`src/rtl/mem_arb_pkg.sv`:
```
// rtl/mem_arb_pkg.sv - shared types and constants for the memory arbiter
package mem_arb_pkg;

   localparam int LAT_W = 3;

   typedef enum logic [1:0] {
      ST_IDLE  = 2'd0,
      ST_ISSUE = 2'd1,
      ST_WAIT  = 2'd2,
      ST_ACK   = 2'd3
   } state_t;

   localparam int PORT_CPU = 0;
   localparam int PORT_LDR = 1;

endpackage

```
`src/rtl/arb_pick.sv`:
```
// rtl/arb_pick.sv - combinational 2-way winner picker, one-hot output
// MEM_ARB_ROUND_ROBIN_EN selects round-robin on ties; otherwise port 0 has fixed priority.
module arb_pick
   import mem_arb_pkg::*;
(
   input  logic [1:0] req,
   input  logic       last,
   output logic [1:0] pick
);

`ifdef MEM_ARB_ROUND_ROBIN_EN
   always_comb begin
      pick = req;
      // On a tie, the port that was not served last wins
      if (req == 2'b11) begin
         pick = last ? 2'b01 : 2'b10;
      end
   end
`else
   logic unused_last;
   assign unused_last = last;

   always_comb begin
      pick = '0;
      if (req[PORT_CPU]) begin
         pick[PORT_CPU] = 1'b1;
      end else if (req[PORT_LDR]) begin
         pick[PORT_LDR] = 1'b1;
      end
   end
`endif

endmodule

```
`src/rtl/mem_arbiter.sv`:
```
// rtl/mem_arbiter.sv - two-port req/ack arbiter in front of the shared single-port memory
module mem_arbiter
   import mem_arb_pkg::*;
#(
   parameter int ADDR_W  = 10,
   parameter int DATA_W  = 32,
   parameter int MEM_LAT = 1
) (
   input  logic              clk,
   input  logic              reset,
   input  logic              req0,
   input  logic              req1,
   input  logic              we0,
   input  logic              we1,
   input  logic [ADDR_W-1:0] addr0,
   input  logic [ADDR_W-1:0] addr1,
   input  logic [DATA_W-1:0] wdata0,
   input  logic [DATA_W-1:0] wdata1,
   output logic              ack0,
   output logic              ack1,
   output logic [DATA_W-1:0] rdata,
   output logic [1:0]        gnt,
   output logic              busy,
   output logic              mem_en,
   output logic              mem_we,
   output logic [ADDR_W-1:0] mem_addr,
   output logic [DATA_W-1:0] mem_wdata,
   input  logic [DATA_W-1:0] mem_rdata
);

   state_t            state, state_nxt;
   logic [1:0]        gnt_nxt;
   logic [1:0]        pick;
   logic [LAT_W-1:0]  cnt, cnt_nxt;
   logic              last, last_nxt;
   logic              wr_q, wr_nxt;
   logic [DATA_W-1:0] rdata_nxt;
   logic              sel_ldr;

   arb_pick u_pick (
      .req  ({req1, req0}),
      .last (last),
      .pick (pick)
   );

   assign sel_ldr = gnt[PORT_LDR];
   assign busy    = (state != ST_IDLE);

   always_ff @(posedge clk or negedge reset) begin
      if (!reset) begin
         state <= ST_IDLE;
         gnt   <= '0;
         cnt   <= '0;
         last  <= 1'b1;
         wr_q  <= 1'b0;
         rdata <= '0;
      end else begin
         state <= state_nxt;
         gnt   <= gnt_nxt;
         cnt   <= cnt_nxt;
         last  <= last_nxt;
         wr_q  <= wr_nxt;
         rdata <= rdata_nxt;
      end
   end

   always_comb begin
      state_nxt = state;
      gnt_nxt   = gnt;
      cnt_nxt   = cnt;
      last_nxt  = last;
      wr_nxt    = wr_q;
      rdata_nxt = rdata;
      mem_en    = 1'b0;
      mem_we    = 1'b0;
      mem_addr  = '0;
      mem_wdata = '0;
      ack0      = 1'b0;
      ack1      = 1'b0;
      case (state)
         ST_IDLE: begin
            if (req0 || req1) begin
               gnt_nxt   = pick;
               state_nxt = ST_ISSUE;
            end
         end
         ST_ISSUE: begin
            // The winner's signals are sampled here only; later changes are ignored
            mem_en    = 1'b1;
            mem_we    = sel_ldr ? we1    : we0;
            mem_addr  = sel_ldr ? addr1  : addr0;
            mem_wdata = sel_ldr ? wdata1 : wdata0;
            wr_nxt    = mem_we;
            cnt_nxt   = LAT_W'(MEM_LAT - 1);
            state_nxt = ST_WAIT;
         end
         ST_WAIT: begin
            if (cnt == '0) begin
               if (!wr_q) begin
                  rdata_nxt = mem_rdata;
               end
               state_nxt = ST_ACK;
            end else begin
               cnt_nxt = cnt - 1'b1;
            end
         end
         ST_ACK: begin
            ack0      = gnt[PORT_CPU];
            ack1      = gnt[PORT_LDR];
            last_nxt  = gnt[PORT_LDR];
            gnt_nxt   = '0;
            state_nxt = ST_IDLE;
         end
         default: state_nxt = ST_IDLE;
      endcase
   end

endmodule

```
`config.mk`:
```
export PLATFORM = sky130hd
export DESIGN_NAME = mem_arbiter
export DESIGN_NICKNAME = d
export VERILOG_FILES = /design/src/rtl/mem_arb_pkg.sv /design/src/rtl/arb_pick.sv /design/src/rtl/mem_arbiter.sv
export SDC_FILE = /design/constraint.sdc
export NUM_CORES = 1
export LEC_CHECK = 0
export BUFFER_PORTS_ARGS = -buffer_cell sky130_fd_sc_hd__buf_2
export CAP_MARGIN = 20
export CELL_PAD_IN_SITES_DETAIL_PLACEMENT = 1
export CELL_PAD_IN_SITES_GLOBAL_PLACEMENT = 2
export CORE_MARGIN = 8
export CORE_UTILIZATION = 22
export DETAILED_ROUTE_END_ITERATION = 8
export HOLD_SLACK_MARGIN = 0.12
export PLACE_DENSITY_LB_ADDON = 0.12
export SYNTH_ARGS = -nofsm -noshare
export SYNTH_HDL_FRONTEND = slang
export SYNTH_SLANG_ARGS = --single-unit
```
`constraint.sdc`:
```
create_clock -name clk -period 2.3 [get_ports clk]
set_clock_uncertainty 0.05 [all_clocks]
set_input_delay 0.23 -clock clk [delete_from_list [all_inputs] [get_ports clk]]
set_output_delay 0.23 -clock clk [all_outputs]
set_load 0.02 [all_outputs]
```
==> results of run 1 <==
[power by group]
part           internal [mW]  switching [mW]  total (mW)  leakage (nW)
registers               1.04           0.196        1.24         0.474
logic                   1.32            1.55        2.87          1.53
clock network          0.431           0.281       0.712        0.0691
[what timing repair did]
item | 4_1_cts | 5_1_grt
hold buffers | 2 | 1
hold endpoints to repair | 18 | 1
setup buffers | 0 | 0
[cell usage after synthesis]
master,n
sky130_fd_sc_hd__mux2i_1,44
sky130_fd_sc_hd__or2b_1,1
sky130_fd_sc_hd__clkbuf_1,5
sky130_fd_sc_hd__nand2_1,3
sky130_fd_sc_hd__buf_6,1
sky130_fd_sc_hd__inv_1,7
sky130_fd_sc_hd__o22ai_1,1
sky130_fd_sc_hd__buf_12,3
sky130_fd_sc_hd__a21oi_1,1
sky130_fd_sc_hd__or2_1,1
sky130_fd_sc_hd__nor2_1,3
sky130_fd_sc_hd__o2bb2ai_1,2
sky130_fd_sc_hd__dfrtp_1,40
sky130_fd_sc_hd__nor2b_1,44
sky130_fd_sc_hd__ha_1,6
sky130_fd_sc_hd__buf_2,5
sky130_fd_sc_hd__o22a_1,1
sky130_fd_sc_hd__and2_1,2
sky130_fd_sc_hd__mux2_2,3
sky130_fd_sc_hd__o41ai_1,1
sky130_fd_sc_hd__mux2_4,30
sky130_fd_sc_hd__o21ai_0,3
sky130_fd_sc_hd__nor3b_1,1
[state kept, by name (all words and copies together) (netlist names)]
signal,cells
state,2
gnt,2
cnt,3
rdata,32
wr_q,1
[layout make-up]
class,count,area [um2]
Timing Repair Buffer,215,1120
Multi-Input combinational cell,147,1390
Tap cell,143,179
Antenna cell,1,2.50
Sequential cell,40,1000
Clock inverter,2,15.0
Inverter,7,26.3
Clock buffer,6,139
Fill cell,1339,7450
[worst paths after layout]
| path | to | slack [ps] | depth (start not counted) |
|---|---|---|---|
| worst min register to register | cnt[1] | 440 | 1 |
| min in group asynchronous | rdata[13] | 370 | 2 |
| worst max-delay path | rdata[10] | 460 | 7 |
| worst max register to register | rdata[10] | 460 | 7 |
| max in group asynchronous | rdata[7] | 1300 | 3 |
| worst min-delay path | rdata[25] | 130 | 2 |
[worst max-delay path: cells and delay by family, from the launching register on]
kind	cells	cell delay [ps]
fa+ha+maj	2	310
mux	1	310
buf+inv	2	280
flops	1	380
simple gates	2	390
[layer usage]
layer / wire (um) / part of all wire, % / global-route usage [%]
met5: 0 / 0 / 0
met4: 68 / 0.73 / 3.16
met3: 1240 / 13 / 4.79
met2: 4300 / 46 / 20.0
met1: 3720 / 40 / 13.1
[stage by stage]
step | power, mW | setup slack [ps] | std cells | hold slack [ps] | util, %
2_1_floorplan | 3.27 | 440 | 208 | -116 | -
3_3_place_gp | 4.16 | 487 | 549 | 147 | 32.6
3_5_place_dp | 4.18 | 456 | 549 | 149 | 32.6
4_1_cts | 4.93 | 407 | 559 | 121 | 34.1
5_1_grt | 5.18 | 322 | 560 | 122 | 34.2
6_report | 4.82 | 463 | 561 | 126 | 34.2
[cell families after synthesis]
| group | after synthesis |
|---|---|
| mux | 77 |
| simple gates | 55 |
| flops | 40 |
| buf+inv | 21 |
| compound gates | 9 |
| fa+ha+maj | 6 |
==> qor.txt, run 1 <==
======================================================================================================
Result of the run                                                                         finished, final reports clean
Count of input and output buffers                                                                  202
RSZ-0062 raised after global routing                                                                no
Most frequent cells in the layout                                                         sky130_fd_sc_hd__buf_2, sky130_fd_sc_hd__mux2i_1, sky130_fd_sc_hd__nor2b_1, sky130_fd_sc_hd__dfrtp_1, sky130_fd_sc_hd__mux2_4
Clock root buffer                                                                         sky130_fd_sc_hd__clkbuf_16
Mux cell area share after synthesis                                                              36.5%
Max-capacitance violation count                                                                      0
Syn Nets                                                                                           336
Count of nets after finishing                                                                      544
Total vias in the final route                                                                     2336
Launch point of the worst reg-to-reg path                                                       cnt[0]
Area of placed instances                                                                      3690 um2
TritonCTS Buffers                                                                                    5
Relative slew margins                                                                            67.0%
Post-Route Setup TNS                                                                              0 ps
DRC Markers                                                                                          0
Xor-xnor portion of the synthesized cell area                                                       0%
Routed wire length                                                                             9330 um
Sequential fraction of the synthesis area                                                        39.5%
Later-pin clock latency in the skew report                                                      280 ps
Number of top-level pins                                                                           203
Mapped cell area                                                                              2530 um2
Area growth from synthesis to layout                                                             52.8%
Cell type with the highest occurrence count on the critical path                          sky130_fd_sc_hd__ha_1
Max Clock Freq                                                                                 544 MHz
Synth area leader                                                                         sky130_fd_sc_hd__dfrtp_1
Final standard cell area without fillers                                                      3870 um2
Via density                                                                                       4.16
Vias in the first global route                                                                    2637
RD Place Congestion                                                                              0.698
Global route overflow                                                                                0
Compound-gate portion of the synthesized area                                                    2.42%
Fraction of layout instances using a drive strength above 1                                      61.2%
Height of the chip                                                                              123 um
Clock transition at the register clock pins on the worst setup and hold paths after CTS          60 ps
Cell Rows                                                                                           39
Largest stage delay on the critical path                                                        380 ps
CTS tree                                                                                         built
Dominant combinational cell family by area after synthesis                                multiplexers
Die width                                                                                       123 um
Effective utilization at floorplan                                                               22.4%
Wire length per cell                                                                           16.6 um
Global-route wire length before repair                                                        14100 um
Die footprint                                                                                15200 um2
Critical path cell sequence                                                               inv_1 > ha_1 > ha_1 > nand2_1 > or2_2 > buf_4 > mux2_4
H-tree level count                                                                                   2
Standard cell core area                                                                      11300 um2
Yosys top cell area share                                                                        39.5%
Leakage power summed over all cells                                                            2.07 nW
Synth Area in Adders                                                                             2.96%
Basic-gate share of the synthesized area counting and, or, nand and nor cells                    13.1%
Yosys warning count                                                                                  0
Quantity of gates resized following cts                                                              0
Average cell area after synthesis                                                             12.2 um2
Synth cell types                                                                                    23
Power Density                                                                              1240 nW/um2
Final setup violating endpoints                                                                      0
Worst-path cell with the longest stage delay                                              sky130_fd_sc_hd__dfrtp_1
First-pass DRT Iterations                                                                            3
Number of register bits inferred by synthesis                                                       40
Worst Setup Path Type                                                                          reg2reg
Startpoint class of the critical path                                                             flop
Total global-route track usage                                                                   11.7%
Initial antenna violation count                                                                      0
Worst min-delay path category                                                                   in2reg
Max FO, Critical Path                                                                               12
Slew @ Worst Pin                                                                                493 ps
Post-route clock period utilization                                                              79.9%
Hold Startpoint                                                                           mem_rdata[25]
Initial DRC count                                                                                   57
Post-synthesis cell count                                                                          208
Max IR drop VDD                                                                                 573 uV
Final min period                                                                               1840 ps
Kind of end point of the critical path                                                            flop
Most common cell after layout, fill and taps aside                                        sky130_fd_sc_hd__buf_2
TritonCTS Sinks                                                                                     40
Launching instance or port of the critical path                                                 cnt[0]
Most area-consuming cells after synthesis                                                 sky130_fd_sc_hd__dfrtp_1, sky130_fd_sc_hd__mux2_4, sky130_fd_sc_hd__mux2i_1, sky130_fd_sc_hd__nor2b_1, sky130_fd_sc_hd__ha_1
Detailed Place HPWL                                                                            7890 um
Largest net degree at the start of global routing                                                   28
Final-report max-slew violation count                                                                0
Antenna Nets Post-Route                                                                              0
Hold Vio Cnt, Final                                                                                  0
Arrival @ worst endpoint                                                                       1950 ps
CTS Buffer Depth                                                                                     2
Data required time at the worst endpoint                                                       2410 ps
======================================================================================================
Power figures use the tool's default switching activity.
==> inputs of run 2 (changes only) <==
--- a/config.mk
+++ b/config.mk
@@ -10,7 +10,7 @@
 export CELL_PAD_IN_SITES_DETAIL_PLACEMENT = 1
 export CELL_PAD_IN_SITES_GLOBAL_PLACEMENT = 2
 export CORE_MARGIN = 8
-export CORE_UTILIZATION = 22
+export CORE_UTILIZATION = 20
 export DETAILED_ROUTE_END_ITERATION = 8
 export HOLD_SLACK_MARGIN = 0.12
 export PLACE_DENSITY_LB_ADDON = 0.12
==> constraint.sdc (replaced) <==
create_clock -name clk -period 1.65 [get_ports clk]
set_clock_uncertainty 0.05 [all_clocks]
set_input_delay 0.165 -clock clk [delete_from_list [all_inputs] [get_ports clk]]
set_output_delay 0.165 -clock clk [all_outputs]
set_load 0.02 [all_outputs]
==> qor.txt, run 2 (synthesis results as in run 1) <==
======================================================================================================
Result of the run                                                                         complete, but fails checks
Violated checks                                                                           negative setup slack
First-pass DRT Iterations                                                                            4
RSZ-0062 raised after global routing                                                               yes
Post-Route Setup TNS                                                                          -4970 ps
# diodes                                                                                             0
Largest stage delay on the critical path                                                        380 ps
Largest net degree at the start of global routing                                                   41
Total global-route track usage                                                                   12.5%
Post-route clock period utilization                                                               106%
Leakage power summed over all cells                                                            2.58 nW
Max Clock Freq                                                                                 573 MHz
Global-route wire length before repair                                                        16000 um
Die width                                                                                       129 um
Final-report max-slew violation count                                                                0
Later-pin clock latency in the skew report                                                      280 ps
Max IR drop VDD                                                                                 546 uV
Total vias in the final route                                                                     2601
Category of cells accounting for the largest share of critical-path delay                   flip-flops
Critical path cell sequence                                                               inv_2 > ha_4 > ha_4 > nand2_2 > or2_4 > clkbuf_16 > mux2_4
Kind of end point of the critical path                                                            flop
# fillers                                                                                         1402
Area taken by flip-flops and latches                                                          1000 um2
FF-to-FF setup slack                                                                            -90 ps
Area used by multi-input combinational logic                                                  1760 um2
Data required time at the worst endpoint                                                       1770 ps
Final min period                                                                               1740 ps
Worst-path cell with the longest stage delay                                              sky130_fd_sc_hd__dfrtp_1
RD Place Congestion                                                                              0.703
Die footprint                                                                                16500 um2
Global route overflow                                                                                0
Regs by FF count                                                                          rdata (32), cnt (3)
Count of input and output buffers                                                                  202
Arrival @ worst endpoint                                                                       1860 ps
Slew @ Worst Pin                                                                                347 ps
Effective utilization at floorplan                                                               20.3%
DRC Markers                                                                                          0
Fraction of layout instances using a drive strength above 1                                      69.9%
Relative slew margins                                                                            76.6%
Final standard cell area without fillers                                                      5350 um2
Hold Vio Cnt, Final                                                                                  0
Wire length per cell                                                                           17.4 um
TritonCTS Buffers                                                                                    5
Area of placed instances                                                                      3980 um2
Height of the chip                                                                              129 um
Routed wire length                                                                            11200 um
Max FO, Critical Path                                                                                8
CTS Buffer Depth                                                                                     2
Vias in the first global route                                                                    2810
Via density                                                                                       4.04
Count of nets after finishing                                                                      599
Standard cell core area                                                                      12500 um2
Number of top-level pins                                                                           203
Clock transition at the register clock pins on the worst setup and hold paths after CTS          60 ps
Startpoint class of the critical path                                                             flop
Max-capacitance violation count                                                                      0
Area growth from synthesis to layout                                                              111%
Number of flip-flops in the largest register                                                        32
H-tree level count                                                                                   2
Initial antenna violation count                                                                      0
Worst setup slack after layout                                                                -94.8 ps
CTS tree                                                                                         built
Final setup violating endpoints                                                                     75
Detailed Place HPWL                                                                            7670 um
Antenna Nets Post-Route                                                                              0
Initial DRC count                                                                                   37
Buffers & Inverters on Critical Path                                                                 2
Worst min-delay path category                                                                   in2reg
Most frequent cells in the layout                                                         sky130_fd_sc_hd__buf_2, sky130_fd_sc_hd__buf_6, sky130_fd_sc_hd__mux2i_1, sky130_fd_sc_hd__nor2b_4, sky130_fd_sc_hd__dfrtp_1
Register containing the most flip-flops in the final layout                                      rdata
Worst Setup Path Type                                                                          reg2reg
TritonCTS Sinks                                                                                     40
Cell type with the highest occurrence count on the critical path                          sky130_fd_sc_hd__ha_4
Most common cell after layout, fill and taps aside                                        sky130_fd_sc_hd__buf_2
Clock root buffer                                                                         sky130_fd_sc_hd__clkbuf_16
Cell Rows                                                                                           41
Power Density                                                                              1680 nW/um2
======================================================================================================
run 2: cell type report:
type | instances | area share [%]
clock buffer | 5 | 2.34
clock inverter | 3 | 0.351
tap | 172 | 4.03
sequential | 40 | 18.7
inverter | 7 | 0.491
timing repair buffer | 270 | 41.1
multi-input combinational | 147 | 33.0
run 2: metal layers:
layer  wire length (um)  vias to the layer above  track usage [%]  share of wire (%)
met3                763                        5             3.81                6.8
met2               6270                       76             25.0                 56
met4                 55                        0             1.87               0.49
li1                   -                     1245                -                  -
met5                  0                        -                0                  0
met1               4140                     1275             12.4                 37
run 2: power breakdown:
group / switching (mW) / total, mW / leakage [nW] / internal [mW]
logic: 2.77 / 6.32 / 2.03 / 3.55
registers: 0.270 / 1.72 / 0.474 / 1.45
clock network: 0.397 / 0.955 / 0.0736 / 0.557
total: 3.44 / 8.99 / 2.58 / 5.56
run 2: stage by stage:
step	util, %	setup slack, ps	instances	total power [mW]	hold WS, ps
2_1_floorplan	-	-57.4	208	4.82	-181
3_3_place_gp	31.8	-113	581	6.17	103
3_5_place_dp	31.8	-142	581	6.22	109
4_1_cts	40.1	-89.4	633	8.46	169
5_1_grt	42.7	-151	644	9.50	218
6_report	42.7	-94.8	644	8.99	194
run 2: final timing paths:
| check | startpoint | end | cells past startpoint |
|---|---|---|---|
| min in group asynchronous | reset | rdata[18] | 3 |
| min reg2reg | cnt[2] | cnt[2] | 1 |
| max reg2reg | cnt[1] | rdata[20] | 7 |
| max | cnt[1] | rdata[20] | 7 |
| min | we0 | wr_q | 3 |
| max in group asynchronous | reset | gnt[1] | 3 |
run 2: timing repair:
action	in CTS	in global routing
hold buffers	35	0
endpoints found under the hold margin	73	0
pin swaps	1	4
resized for setup	117	29
endpoints found under the setup margin	76	79
buffers inserted	5	4
gates cloned	4	7
run 2: worst min-delay path, stage by stage:
cell and delay (ps):
sky130_fd_sc_hd__buf_2 90, sky130_fd_sc_hd__mux2i_2 90, sky130_fd_sc_hd__a21oi_1 140
==> inputs of run 3 (changes only) <==
--- a/config.mk
+++ b/config.mk
@@ -9,6 +9,7 @@
 export CAP_MARGIN = 20
 export CELL_PAD_IN_SITES_DETAIL_PLACEMENT = 1
 export CELL_PAD_IN_SITES_GLOBAL_PLACEMENT = 2
+export CORE_ASPECT_RATIO = 1.4
 export CORE_MARGIN = 8
 export CORE_UTILIZATION = 20
 export DETAILED_ROUTE_END_ITERATION = 8
==> qor.txt, run 3 (synthesis results as in run 1) <==
======================================================================================================
Result of the run                                                                         complete, but fails checks
Violated checks                                                                           negative setup slack
Total global-route track usage                                                                   12.3%
Effective utilization at floorplan                                                               20.5%
Leakage power summed over all cells                                                            2.62 nW
Global route overflow                                                                                0
Internal power summed over all cells                                                           5.67 mW
Slew @ Worst Pin                                                                                375 ps
Max Clock Freq                                                                                 557 MHz
Category of cells accounting for the largest share of critical-path delay                 buffers and inverters
Initial antenna violation count                                                                      0
TritonCTS Sinks                                                                                     40
H-tree level count                                                                                   2
Cell Rows                                                                                           48
Area used by multi-input combinational logic                                                  1910 um2
Max-capacitance violation count                                                                      0
Height of the chip                                                                              149 um
Worst Reg2Reg Path Length in Cells                                                                   7
Vias in the first global route                                                                    2954
Detailed Place HPWL                                                                            7800 um
Share of power burned in combinational logic                                                     68.2%
Count of input and output buffers                                                                  202
CTS tree                                                                                         built
Largest stage delay on the critical path                                                        400 ps
Max FO, Critical Path                                                                                9
Number of standard cells in the layout, taps in and fillers out                                    622
Global-route wire length before repair                                                        16500 um
Cell count after placement                                                                         559
Buffers & Inverters on Critical Path                                                                 3
Via density                                                                                       4.22
End-of-flow core utilization                                                                     44.1%
Post-Place Worst Slack                                                                         -146 ps
Worst min-delay path category                                                                   in2reg
Later-pin clock latency in the skew report                                                      290 ps
Worst setup slack after layout                                                                 -144 ps
First-pass DRT Iterations                                                                            3
WHS Path Cells                                                                                       3
Number of flip-flops in the largest register                                                        32
Wire length per cell                                                                           18.6 um
Arrival @ worst endpoint                                                                       1580 ps
Most common cell after layout, fill and taps aside                                        sky130_fd_sc_hd__buf_2
Power Density                                                                              1670 nW/um2
Startpoint class of the critical path                                                             flop
Area growth from synthesis to layout                                                              115%
Antenna Nets Post-Route                                                                              0
Largest net degree at the start of global routing                                                   41
Max IR drop VDD                                                                                1060 uV
DRC Markers                                                                                          0
Register containing the most flip-flops in the final layout                                      rdata
Switch share                                                                                     37.8%
Count of nets after finishing                                                                      599
Sw Pwr                                                                                         3.44 mW
RSZ-0062 raised after global routing                                                               yes
Kind of end point of the critical path                                                    primary output
Number of gates on the worst path with buffers counted                                               5
Relative contribution of sequential cells to total power                                         19.1%
Routed wire length                                                                            11600 um
Final standard cell area without fillers                                                      5450 um2
Relative slew margins                                                                            74.7%
Hold Vio Cnt, Final                                                                                  0
Area taken by flip-flops and latches                                                          1000 um2
Area of placed instances                                                                      3950 um2
Die footprint                                                                                16600 um2
Critical path cell sequence                                                               inv_2 > ha_4 > clkbuf_16 > nor2b_2 > buf_4
Worst Setup Path Type                                                                          reg2out
Standard cell core area                                                                      12400 um2
Clock root buffer                                                                         sky130_fd_sc_hd__clkbuf_16
Total design power                                                                             9.11 mW
# diodes                                                                                             0
Initial DRC count                                                                                   68
# fillers                                                                                         1341
Die width                                                                                       111 um
Final setup violating endpoints                                                                     77
Number of top-level pins                                                                           203
Worst-path cell with the longest stage delay                                              sky130_fd_sc_hd__dfrtp_1
Regs by FF count                                                                          rdata (32), cnt (3)
Most frequent cells in the layout                                                         sky130_fd_sc_hd__buf_2, sky130_fd_sc_hd__buf_6, sky130_fd_sc_hd__nor2b_4, sky130_fd_sc_hd__dfrtp_1, sky130_fd_sc_hd__dlygate4sd3_1
Total vias in the final route                                                                     2625
Final-report max-slew violation count                                                                0
Fraction of layout instances using a drive strength above 1                                      74.6%
Clock transition at the register clock pins on the worst setup and hold paths after CTS          60 ps
Part of the total power dissipated in the clock network                                          12.7%
CTS Buffer Depth                                                                                     2
Post-route clock period utilization                                                               109%
Final min period                                                                               1790 ps
TritonCTS Buffers                                                                                    5
RD Place Congestion                                                                              0.701
Data required time at the worst endpoint                                                       1430 ps
======================================================================================================
-- run 3: changes by cell type in the layout (fill, tap and decap cells not counted), moves of 2 or more --
| cell | previous run | this run |
|---|---|---|
| sky130_fd_sc_hd__ha_4 | 4 | 2 |
| sky130_fd_sc_hd__inv_1 | 3 | 5 |
| sky130_fd_sc_hd__mux2i_1 | 43 | 18 |
| sky130_fd_sc_hd__mux2i_2 | 1 | 17 |
| sky130_fd_sc_hd__buf_16 | 4 | 2 |
| sky130_fd_sc_hd__inv_2 | 4 | 2 |
| sky130_fd_sc_hd__mux2i_4 | 0 | 9 |
| sky130_fd_sc_hd__buf_2 | 155 | 157 |
| sky130_fd_sc_hd__ha_1 | 1 | 3 |
| sky130_fd_sc_hd__clkinv_2 | 2 | 0 |
| sky130_fd_sc_hd__nor2b_2 | 0 | 3 |
| sky130_fd_sc_hd__nor2b_4 | 41 | 39 |
-- run 3: repair_timing --
item,CTS,global route
setup endpoints to repair,76,76
endpoints found under the hold margin,73,0
pin swaps,1,1
gates resized for setup,96,71
gates cloned,3,10
setup buffers,3,5
hold buffers,35,0
-- run 3: layout make-up --
type / count / area share, %
Timing Repair Buffer: 270 / 39.4
Sequential cell: 40 / 18.4
Inverter: 7 / 0.482
Tap cell: 150 / 3.44
Clock inverter: 2 / 0.712
Multi-Input combinational cell: 147 / 35.0
Clock buffer: 6 / 2.55
-- run 3: per-layer routing --
metal  vias up  track usage (%)  wire, um
li1       1238                -         -
met1      1252             13.4      4370
met2       129             22.9      6450
met3         6             3.18       664
met4         0             3.41       113
met5         -                0         0
-- run 3: final timing paths --
path | start | end | slack [ps]
worst max-delay path | state[1] | mem_wdata[5] | -140
worst min-delay path | we0 | wr_q | 190
worst max register to register | cnt[0] | rdata[26] | -90
worst min register to register | cnt[2] | cnt[2] | 450
max in group asynchronous | reset | gnt[1] | 1010
min in group asynchronous | reset | rdata[1] | 320
-- run 3: tightest hold or removal path, delay by kind of cell --
kind / cells / cell delay, ps
AOI/OAI and AO/OA: 1 / 140
buffers and inverters: 1 / 100
muxes: 1 / 70
-- run 3: power groups by stage --
stage          Sequential (mW)  Combinational [mW]  Clock (mW)
2_1_floorplan             2.22                2.59           0
3_3_place_gp              1.74                4.45           0
3_5_place_dp              1.72                4.52           0
4_1_cts                   1.74                5.28        1.19
5_1_grt                   1.81                6.58        1.23
6_report                  1.74                6.22        1.16
-- run 3: stage by stage --
step | hold WS [ps] | setup TNS [ps]
final | 186 | -6220
after global routing | 210 | -11410
after CTS | 178 | -3930
after detailed placement | 105 | -4320
after global placement | 105 | -3620
after floorplan | -181 | -1720
